### src/rtl/otter_intr_ctrl_if.sv
// Core/CSR side of the OTTER interrupt controller: register bus plus the request handshake.
interface otter_intr_ctrl_if;
  logic        INTC_mie;
  logic        INTC_int_taken;
  logic        INTC_mret_exec;
  logic        INTC_we;
  logic [1:0]  INTC_addr;
  logic [31:0] INTC_wd;
  logic [31:0] INTC_rd;
  logic        INTC_intr;
  logic [31:0] INTC_cause;
  logic        INTC_busy;

  modport master (
    output INTC_mie, INTC_int_taken, INTC_mret_exec, INTC_we, INTC_addr, INTC_wd,
    input  INTC_rd, INTC_intr, INTC_cause, INTC_busy
  );

  modport slave (
    input  INTC_mie, INTC_int_taken, INTC_mret_exec, INTC_we, INTC_addr, INTC_wd,
    output INTC_rd, INTC_intr, INTC_cause, INTC_busy
  );
endinterface

### src/rtl/otter_intr_ctrl.sv
// Edge-triggered, fixed-priority interrupt controller for the OTTER CSR unit.
//   state      | meaning
//   ST_IDLE    | no request; winner picked from pending & enable when mie is set
//   ST_REQ     | INTC_intr high for sel_id, waiting for int_taken or retraction
//   ST_SERVICE | handler running (INTC_busy), waiting for mret_exec
module otter_intr_ctrl #(
  parameter int N_SRC      = 8,
  parameter int CAUSE_BASE = 16
) (
  input  logic             INTC_clk,
  input  logic             INTC_reset_n,
  input  logic [N_SRC-1:0] INTC_src,
  otter_intr_ctrl_if.slave bus
);

  typedef enum logic [1:0] {ST_IDLE, ST_REQ, ST_SERVICE} state_e;

  state_e           state_q, state_d;
  logic [N_SRC-1:0] sync1_q, sync2_q, prev_q;
  logic [N_SRC-1:0] enable_q, enable_d;
  logic [N_SRC-1:0] pending_q, pending_d;
  logic [4:0]       sel_id_q, sel_id_d;
  logic [4:0]       win_id;
  logic [N_SRC-1:0] rise, active, sel_oh, clr_w1c, clr_take;
  logic             unused_wd;

  assign unused_wd = ^bus.INTC_wd;

  assign rise   = sync2_q & ~prev_q;
  assign active = pending_q & enable_q;

  always_comb begin
    win_id = '0;
    for (int i = N_SRC - 1; i >= 0; i--) begin
      if (active[i]) win_id = 5'(i);
    end
  end

  always_comb begin
    sel_oh = '0;
    for (int i = 0; i < N_SRC; i++) begin
      sel_oh[i] = (sel_id_q == 5'(i));
    end
  end

  always_comb begin
    state_d  = state_q;
    sel_id_d = sel_id_q;
    clr_take = '0;
    case (state_q)
      ST_IDLE: begin
        if (bus.INTC_mie && (|active)) begin
          sel_id_d = win_id;
          state_d  = ST_REQ;
        end
      end
      ST_REQ: begin
        if (bus.INTC_int_taken) begin
          clr_take = sel_oh;
          state_d  = ST_SERVICE;
        end else if (!bus.INTC_mie || !(|(enable_q & sel_oh)) || !(|(pending_q & sel_oh))) begin
          state_d = ST_IDLE;
        end
      end
      ST_SERVICE: begin
        if (bus.INTC_mret_exec) state_d = ST_IDLE;
      end
      default: state_d = ST_IDLE;
    endcase
  end

  // A rising edge in the same cycle as a W1C or a take keeps the bit set.
  always_comb begin
    clr_w1c   = (bus.INTC_we && bus.INTC_addr == 2'd1) ? bus.INTC_wd[N_SRC-1:0] : '0;
    pending_d = (pending_q & ~(clr_w1c | clr_take)) | rise;
    enable_d  = (bus.INTC_we && bus.INTC_addr == 2'd0) ? bus.INTC_wd[N_SRC-1:0] : enable_q;
  end

  always_ff @(posedge INTC_clk or negedge INTC_reset_n) begin
    if (!INTC_reset_n) begin
      sync1_q   <= '0;
      sync2_q   <= '0;
      prev_q    <= '0;
      enable_q  <= '0;
      pending_q <= '0;
      sel_id_q  <= '0;
      state_q   <= ST_IDLE;
    end else begin
      sync1_q   <= INTC_src;
      sync2_q   <= sync1_q;
      prev_q    <= sync2_q;
      enable_q  <= enable_d;
      pending_q <= pending_d;
      sel_id_q  <= sel_id_d;
      state_q   <= state_d;
    end
  end

  always_comb begin
    bus.INTC_rd = '0;
    case (bus.INTC_addr)
      2'd0: bus.INTC_rd[N_SRC-1:0] = enable_q;
      2'd1: bus.INTC_rd[N_SRC-1:0] = pending_q;
      2'd2: if (state_q != ST_IDLE) bus.INTC_rd[4:0] = sel_id_q;
      default: bus.INTC_rd = '0;
    endcase
  end

  assign bus.INTC_intr  = (state_q == ST_REQ);
  assign bus.INTC_busy  = (state_q == ST_SERVICE);
  assign bus.INTC_cause = 32'h8000_0000 | (32'(CAUSE_BASE) + {27'b0, sel_id_q});

endmodule

### src/flat_wrapper.sv
// flat-port wrapper written by rule: the top's interface ports become plain ports
module otter_intr_ctrl_flat 
#(
  parameter int N_SRC      = 8,
  parameter int CAUSE_BASE = 16
)
  (INTC_clk, INTC_reset_n, INTC_src, bus_INTC_mie, bus_INTC_int_taken, bus_INTC_mret_exec, bus_INTC_we, bus_INTC_addr, bus_INTC_wd, bus_INTC_rd, bus_INTC_intr, bus_INTC_cause, bus_INTC_busy);
  otter_intr_ctrl_if bus_i ();
  input  logic INTC_clk;
  input  logic INTC_reset_n;
  input  logic [N_SRC-1:0] INTC_src;
  input wire logic [$bits(bus_i.INTC_mie)-1:0] bus_INTC_mie;
  input wire logic [$bits(bus_i.INTC_int_taken)-1:0] bus_INTC_int_taken;
  input wire logic [$bits(bus_i.INTC_mret_exec)-1:0] bus_INTC_mret_exec;
  input wire logic [$bits(bus_i.INTC_we)-1:0] bus_INTC_we;
  input wire logic [$bits(bus_i.INTC_addr)-1:0] bus_INTC_addr;
  input wire logic [$bits(bus_i.INTC_wd)-1:0] bus_INTC_wd;
  output wire logic [$bits(bus_i.INTC_rd)-1:0] bus_INTC_rd;
  output wire logic [$bits(bus_i.INTC_intr)-1:0] bus_INTC_intr;
  output wire logic [$bits(bus_i.INTC_cause)-1:0] bus_INTC_cause;
  output wire logic [$bits(bus_i.INTC_busy)-1:0] bus_INTC_busy;
  assign bus_i.INTC_mie = bus_INTC_mie;
  assign bus_i.INTC_int_taken = bus_INTC_int_taken;
  assign bus_i.INTC_mret_exec = bus_INTC_mret_exec;
  assign bus_i.INTC_we = bus_INTC_we;
  assign bus_i.INTC_addr = bus_INTC_addr;
  assign bus_i.INTC_wd = bus_INTC_wd;
  assign bus_INTC_rd = bus_i.INTC_rd;
  assign bus_INTC_intr = bus_i.INTC_intr;
  assign bus_INTC_cause = bus_i.INTC_cause;
  assign bus_INTC_busy = bus_i.INTC_busy;
  otter_intr_ctrl #(.N_SRC(N_SRC), .CAUSE_BASE(CAUSE_BASE)) u_core (.INTC_clk(INTC_clk), .INTC_reset_n(INTC_reset_n), .INTC_src(INTC_src), .bus(bus_i));
endmodule
### config.mk
export PLATFORM = sky130hd
export DESIGN_NAME = otter_intr_ctrl_flat
export DESIGN_NICKNAME = d
export VERILOG_FILES = /design/src/rtl/otter_intr_ctrl_if.sv /design/src/rtl/otter_intr_ctrl.sv /design/src/flat_wrapper.sv
export SDC_FILE = /design/constraint.sdc
export NUM_CORES = 1
export LEC_CHECK = 0
export CAP_MARGIN = 20
export CORE_UTILIZATION = 40
export CTS_BUF_LIST = sky130_fd_sc_hd__clkbuf_8
export DETAILED_ROUTE_END_ITERATION = 8
export PLACE_DENSITY = 0.79
export SYNTH_ARGS = -nofsm -noshare
export SYNTH_HDL_FRONTEND = slang
export SYNTH_SLANG_ARGS = --single-unit
### constraint.sdc
create_clock -name INTC_clk -period 4.1 [get_ports INTC_clk]
set_input_delay 0.82 -clock INTC_clk [delete_from_list [all_inputs] [get_ports INTC_clk]]
set_output_delay 0.82 -clock INTC_clk [all_outputs]
set_load 0.05 [all_outputs]
[Word-level counts from Yosys, hierarchy flattened]
Index checks and enable logic that the tools add are counted.
W data, S select, Z words.
Operators by class
  mux-type cells: 19
  reductions and logical operators: 17
  add/subtract/negate cells: 1
  bitwise operators: 9
  eq/ne operators: 14
Operators with widths (number)
  $and A8 B8 Y8: 5
  $mux W5: 8
  $mux W8: 3
  $reduce_or A8 Y1: 3
  $eq A5 B3 Y1 const B: 4
  $not A8 Y8: 2
  $or A8 B8 Y8: 2
  $pmux W5 S3: 1
  $eq A5 B2 Y1 const B: 2
  $mux W2: 4
  $add A5 B5 Y6 const A: 1
  $pmux W2 S3: 1
  $pmux W3 S2: 1
  $eq A5 B1 Y1 const B: 1
  $logic_not A5 Y1: 1
  $eq A2 B1 Y1 const B: 2
  $eq A2 B2 Y1 const B: 2
  $logic_not A2 Y1: 2
  $logic_and A1 B1 Y1: 3
  $logic_not A1 Y1: 3
  $mux W3: 1
  $ne A3 B2 Y1 const B: 1
  $reduce_and A3 Y1: 1
  $logic_or A1 B1 Y1: 2
  other kinds (4): 4
Word-level totals
  output and inout bits: 66
  register bits: 47
  logic and storage cells: 67
  bits of input ports: 48

[Longest topological paths before layout]
  word-level depth: 9
  mapped depth: 6
  depth with buffers taken out: 4

[Least setup slack after synthesis]
No wires, ideal clock.
  path type: input to output
  start point: input bus_INTC_addr[1]
  end point: output bus_INTC_rd[2]
  path slack: 0.945 ns
  buffers on the path: 1
  cell stages on the path: 4
  data required time: 3.280 ns
  arrival: 2.335 ns
  cell sequence: buf_2 -> o21a_1 -> a21oi_1 -> o21ai_0
Between the ends
  word-level cells in the longest chain between the ends: 2
  elaborated cells on any way between the ends: 4
  those cells by class: 2 x eq/ne; 1 x mux; 1 x reduce/logical
Ends and longest elaborated chain
  start: declaration: line flat_wrapper.sv:16  | input wire logic [$bits(bus_i.INTC_addr)-1:0] bus_INTC_addr;
  $eq A2 B2 Y1, or another cell as far along: line otter_intr_ctrl.sv:101  | case (bus.INTC_addr)
  $pmux W5 S3 (*): line otter_intr_ctrl.sv:101
  end: declaration: line flat_wrapper.sv:18  | output wire logic [$bits(bus_i.INTC_rd)-1:0] bus_INTC_rd;
Every way passes the cells marked *; elsewhere a longest branch is shown, timed or not.

[Final worst setup path]
  start point: input bus_INTC_addr[0]
  end point: output bus_INTC_rd[3]
The elaborated chain is that of the path after synthesis.

==> qor.csv <==
metric,value,unit
crit path capture,bus_INTC_rd[3],
Die Y,78.6,um
buffer depth of the longest clock path,2,
Startpoint Class,input pin,
fin. max-slew vios,0,
Placement Setup Slack,546,ps
HP Start,u_core.sync1_q[0],
Post-synth EDFFs,0,
TritonCTS buffer count,5,
port bufs,36,
Crit Path Class,input pin to output pin,
ranking of synthesized cells by area,"dfrtp_1, buf_4, mux2_2",
worst-path maximum fanout,10,
Vias,1528,
"Arr. time, crit path",2750,ps
final worst slack,531,ps
Rows,27,
Die ar.,6190,sq um
min-delay worst type,flip-flop to flip-flop,
synth unique cells,35,
CP max stage cell,clkdlybuf4s50_1,
Die X,78.6,um
power per standard cell area,551,nW/um^2
"Hold Vio Cnt, Final",0,
drt via density,4.69,
Synth Cell Area,2350,sq um
Tmin final,3570,ps
initial antenna violation count,0,
outcome,completed,
slowest cell delay on critical path,810,ps
final worst-path cycle share,87.0,%
initial core utilization,42.2,%
"Buf+Inv Stages, Crit Path",2,
clock transition time at the flip-flop clock pins of the worst setup and hold paths,80,ps
grt total ovfl,0,
post_cts resized,0,
sequential area share after synthesis,47.9,%
CTS tree,built,
io pins,114,
leakage power,1.19,nW
GRT busiest layer,met2,
beginning of the critical path,bus_INTC_addr[0],
GR Util All Layers,13.7,%
slew at the pin with the worst max-slew slack,543,ps
asr flop ratio synth,100,%
Fillers,545,
GRT met2 Usage,22.6,%
CP Capture Type,output pin,
crit path cell chain,clkdlybuf4s50_1 -> mux2i_1 -> nor2_1 -> clkdlybuf4s50_1,
Setup Buffers After CTS,0,
Setup Total Neg Slack,0,ps
Clock Skews,10.1,ps
Nets,301,
Worst-Skew Late Latency,290,ps
largest net degree at the start of global routing,46,
# placed instances,317,
fmax,280,MHz
met3 Usage GRT,4.77,%
"reg-to-reg slack, setup",2560,ps
Post-Layout Cell Count,326,
RSZ-0062 raised after global routing,no,
synthesis-to-layout area growth,12.5,%
GP Congestion,0.844,
reg2reg end,u_core.pending_q[0],
final setup fails,0,
top cell type's share of synthesized area,47.9,%
# DRC,0,
"delay-heaviest family, CP",buffers and inverters,
cell mode on critical path,clkdlybuf4s50_1,
dominant cell type by area after synthesis,dfrtp_1,
Wirelength per Cell,12.6,um
Iter 0 DRT Violations,116,
FF-to-FF Start,u_core.state_q[1],
"Hold-fix buffers, CTS",0,
Slew HR,63.7,%
layout cells sized above 1,11.4,%
Core Footprint,5570,sq um
total power,1.46,mW
#FFs+latches synth,45,
Main synth FF type,dfrtp_1,
Ys Warns,0,
Reg2Reg Depth,4,
CP required,3280,ps
Initial DRT Pass Iterations,5,
htree depth,2,
vias in the first global route,1365,
DRT Wirelength,4110,um
Ant. Diodes,0,
syn avg cell area,10.8,sq um
Root Driver,clkbuf_8,
peak supply drop,0.000353,V
Post-Synthesis Cells,217,
global-route wire length before repair,6430,um
met1 Track Usage GR,16.3,%
clk sink count,45,
stages on the worst setup path,4,
HPWL after detailed placement,2910,um
Antenna Nets Post-Route,0,
Max Cap Viol,0,
## area by class of cell
cell class / count / area, sq um / area share, %
clock buffer: 5 / 68.8 / 2.60
clock inverter: 3 / 11.3 / 0.426
inverter: 9 / 33.8 / 1.28
multi-input combinational: 154 / 938 / 35.5
sequential: 45 / 1130 / 42.6
tap: 72 / 90.1 / 3.41
timing repair buffer: 38 / 375 / 14.2
## worst reg2reg max path, stage by stage, from the launching register on
cell and delay, ps:
dfrtp_1 440, nand3b_1 200, or2_2 350, o311ai_0 290, o21ai_0 130
## cell usage after synthesis, types with 2 or more instances
cell,n
mux4_2,3
nor2_1,5
nand3_1,9
mux2i_1,5
o31ai_1,2
inv_1,9
a21oi_1,7
nand2b_1,3
nand2_1,12
dfrtp_1,45
o311ai_0,2
conb_1,2
a22oi_1,4
a32o_1,2
buf_2,3
buf_4,55
mux2_2,10
o21ai_0,12
nor2b_1,6
o211ai_1,6
## power by group
group          internal (mW)  switching, mW  leakage, nW
clock network          0.114          0.135       0.0519
registers              0.510          0.115        0.516
logic                  0.216          0.367        0.618
## per-layer routing
layer,vias to the layer above,part of all wire [%]
met5,-,0
met4,0,0.66
met3,4,8.8
met2,78,49
met1,734,41
li1,712,-
## cell families after synthesis
kind of cell           Yosys count  share of synthesized area (%)
buffers and inverters           69                           20.3
DFF                             45                           47.9
and+or+nand+nor                 43                           10.4
AOI/OAI and AO/OA               40                           11.3
muxes                           18                           9.80
other                            2                          0.320
## how the worst min path moves through the flow
stage,depth (start not counted),to,slack [ps]
6_report,0,u_core.sync2_q[0],340
5_1_grt,0,u_core.sync2_q[6],350
4_1_cts,0,u_core.sync2_q[0],350
3_5_place_dp,0,u_core.sync2_q[4],340
3_3_place_gp,0,u_core.sync2_q[4],330
2_1_floorplan,0,u_core.sync2_q[0],330
## flip-flops by register name, summed over array words and instances, names as in the netlist
signal            count
u_core.enable_q       8
u_core.sync2_q        8
u_core.sel_id_q       3
u_core.sync1_q        8
u_core.prev_q         8
u_core.state_q        2
u_core.pending_q      8
## through the flow
step / hold slack [ps] / utilization [%] / instance area, sq um
after floorplan: 331 / - / 2540
after global placement: 332 / 45.6 / 2540
after detailed placement: 336 / 45.6 / 2540
after CTS: 350 / 47.1 / 2620
after global routing: 354 / 47.4 / 2640
final: 344 / 47.4 / 2640
## placed cells by master, fill, tap and decap left out, types with 6 or more instances in the layout
cell type / Yosys / layout
nand2_1: 12 / 12
clkdlybuf4s50_1: 0 / 32
inv_1: 9 / 12
o21ai_0: 12 / 12
mux2_2: 10 / 10
a21oi_1: 7 / 7
nand3_1: 9 / 9
dfrtp_1: 45 / 45
o211ai_1: 6 / 6
nor2b_1: 6 / 6
conb_1: 2 / 53
Power figures use the tool's default switching activity.
==> RTL change: new RTL, config.mk and constraints unchanged <==
Reset style: synchronous (`INTC_reset_n`), changed in one clocked block.
--- a/src/rtl/otter_intr_ctrl.sv
+++ b/src/rtl/otter_intr_ctrl.sv
@@ -78,3 +78,3 @@
 
-  always_ff @(posedge INTC_clk or negedge INTC_reset_n) begin
+  always_ff @(posedge INTC_clk) begin
     if (!INTC_reset_n) begin
Behaviour: differs if INTC_reset_n is asserted again (counterexample within 4 cycles, from zero or initial values and one cycle with INTC_reset_n low); with INTC_reset_n held inactive, the same outputs for 10 cycles.
==> RTL change against the unedited design <==
  * Worst setup slack got worse by 0.080 ns
  * Wire length rose by 10%
  * Design area rose by 1.1%
  * Critical path depth rose by 1
  * Sequential cell count did not move
  * Maximum frequency fell by 2.2%
  * Synthesized area rose by 1.3%
  * Global-route usage rose by 1.2 points
  * Clock skew fell by 0.0049 ns
  * Cell count rose by 17%
  * Via count rose by 17%
  * Critical path type unchanged
Power is not compared: it rests on default switching activity, and its combinational part moved more than twofold at a synthesized area within 25%.
==> RTL change: results (changes against the unedited design) <==
Max Root-Sink Buffers: 2 (unchanged)
Number of buffers added on ports: 36 (unchanged)
H-tree lvl count: 2 (unchanged)
Synth top cells by count: buf_4, dfxtp_1, nand2_1, and2_1, nor2_1
Global-route wire length before repair: 7300 microns (+14%)
Synth area leaders: dfxtp_1, buf_4, mux2i_1
Detail Placement HPWL: 3420 microns (+18%)
CTS resizes: 0 (unchanged)
Root Buffer: clkbuf_8
Antenna violations before repair: 0 (unchanged)
GRT Util Overall: 0.150 (+0.0125)
Unique masters post-synth: 38 (+8.6%)
Hold/Removal Path Class: register to register
Ys async rst share: 0 (-1.00)
Gpl congestion: 0.854 (+1.2%)
Largest net degree at the start of global routing: 35 (-24%)
Worst slew pin tran: 0.685 ns (+0.142 ns)
Worst skew pair latency: 0.29 ns (about the same)
Critical-path maximum fanout: 11 (+1)
Total Nets Final: 357 (+19%)
Clock Skew: 0.00523 ns (-0.00488 ns)
Via Count: 1,794 (+17%)
Synth warn: 0 (unchanged)
Main synth FF type: dfxtp_1
CTS clk-pin slew, worst paths: 0.08 ns (about the same)
Worst VDD drop: 0.252 mV
Fin crit share: 0.890 (+0.0196)
Detailed Route WL: 4520 microns (+10%)
Post-CTS setup buffers: 0 (unchanged)
Layout cell share with drive strength beyond 1: 0.0421 (-0.0721)
Ant. Diodes: 0 (unchanged)
Reg2reg setup slack: 2.28 ns (-0.28 ns)
Starting DRT DRC Count: 171 (+47%)
Static Leak: 1.10 nW
Sequential share of the synthesized area: 0.379 (-0.101)
Vias in the first global route: 1,534 (+12%)
Drt pass-1 iters: 4 (-1)
CTS Hold Bufs: 0 (unchanged)
Worst EP arrival: 2.83 ns (+0.08 ns)
Num CTS Buffers: 5 (unchanged)
Fillers: 572 (+5.0%)
Status: finished, final reports clean
Pre-CTS setup slack: 0.440 ns (-0.106 ns)
-- RTL change: cell count changes after synthesis, sizes merged, moves of 4 or more --
cell	delta
clkbuf	+7
dfrtp	-45
mux2i	+13
and2	+20
nor2b	+4
nor2	+14
dfxtp	+45
a22o	+4
nand2	+11
mux2	-10
o211ai	-6
o21ai	-5
-- RTL change: stage by stage --
stage	area, sq um	utilization	total power, mW	hold slack, ns	cells
2_1_floorplan	2570	-	0.668	0.388	329
3_3_place_gp	2590	0.462	0.668	0.391	374
3_5_place_dp	2590	0.462	0.671	0.400	374
4_1_cts	2670	0.477	0.932	0.422	381
5_1_grt	2670	0.477	0.963	0.421	381
6_report	2670	0.477	0.920	0.420	381
-- RTL change: path summary, 6_finish.rpt --
kind	start	end	depth (start not counted)
max	bus_INTC_addr[1]	bus_INTC_rd[2]	5
min	u_core.prev_q[6]	u_core.pending_q[6]	1
max reg2reg	u_core.sel_id_q[0]	u_core.state_q[0]	4
min reg2reg	u_core.prev_q[6]	u_core.pending_q[6]	1
-- RTL change: critical path: stages --
cell             delay, ns
clkdlybuf4s50_1       0.70
o21a_1                0.22
a21oi_1               0.08
o21ai_0               0.18
clkdlybuf4s50_1       0.83
-- RTL change: final cells by class --
type,instances,share of cell area
clock inverter,2,0.00608
inverter,9,0.0126
sequential,45,0.337
tap,72,0.0337
timing repair buffer,39,0.143
multi-input combinational,209,0.442
clock buffer,5,0.0257
-- RTL change: kinds of logic after synthesis --
family          after synthesis  synth area share
simple gates                 95             0.211
buf+inv                      75             0.206
flops                        45             0.379
compound gates               43             0.126
mux                          18            0.0757
other cells                   2           0.00316
-- RTL change: metal layers --
layer,wire length (microns),global-route usage,vias to the layer above
met2,2170,0.243,74
met3,285,0.0333,9
met5,0,0,-
met4,66,0.0545,0
met1,2000,0.193,825
li1,-,-,886
-- RTL change: where the power goes --
group          switching, mW  internal (mW)  total [mW]
logic                  0.147         0.0459       0.193
registers             0.0151          0.454       0.469
clock network          0.142          0.117       0.259
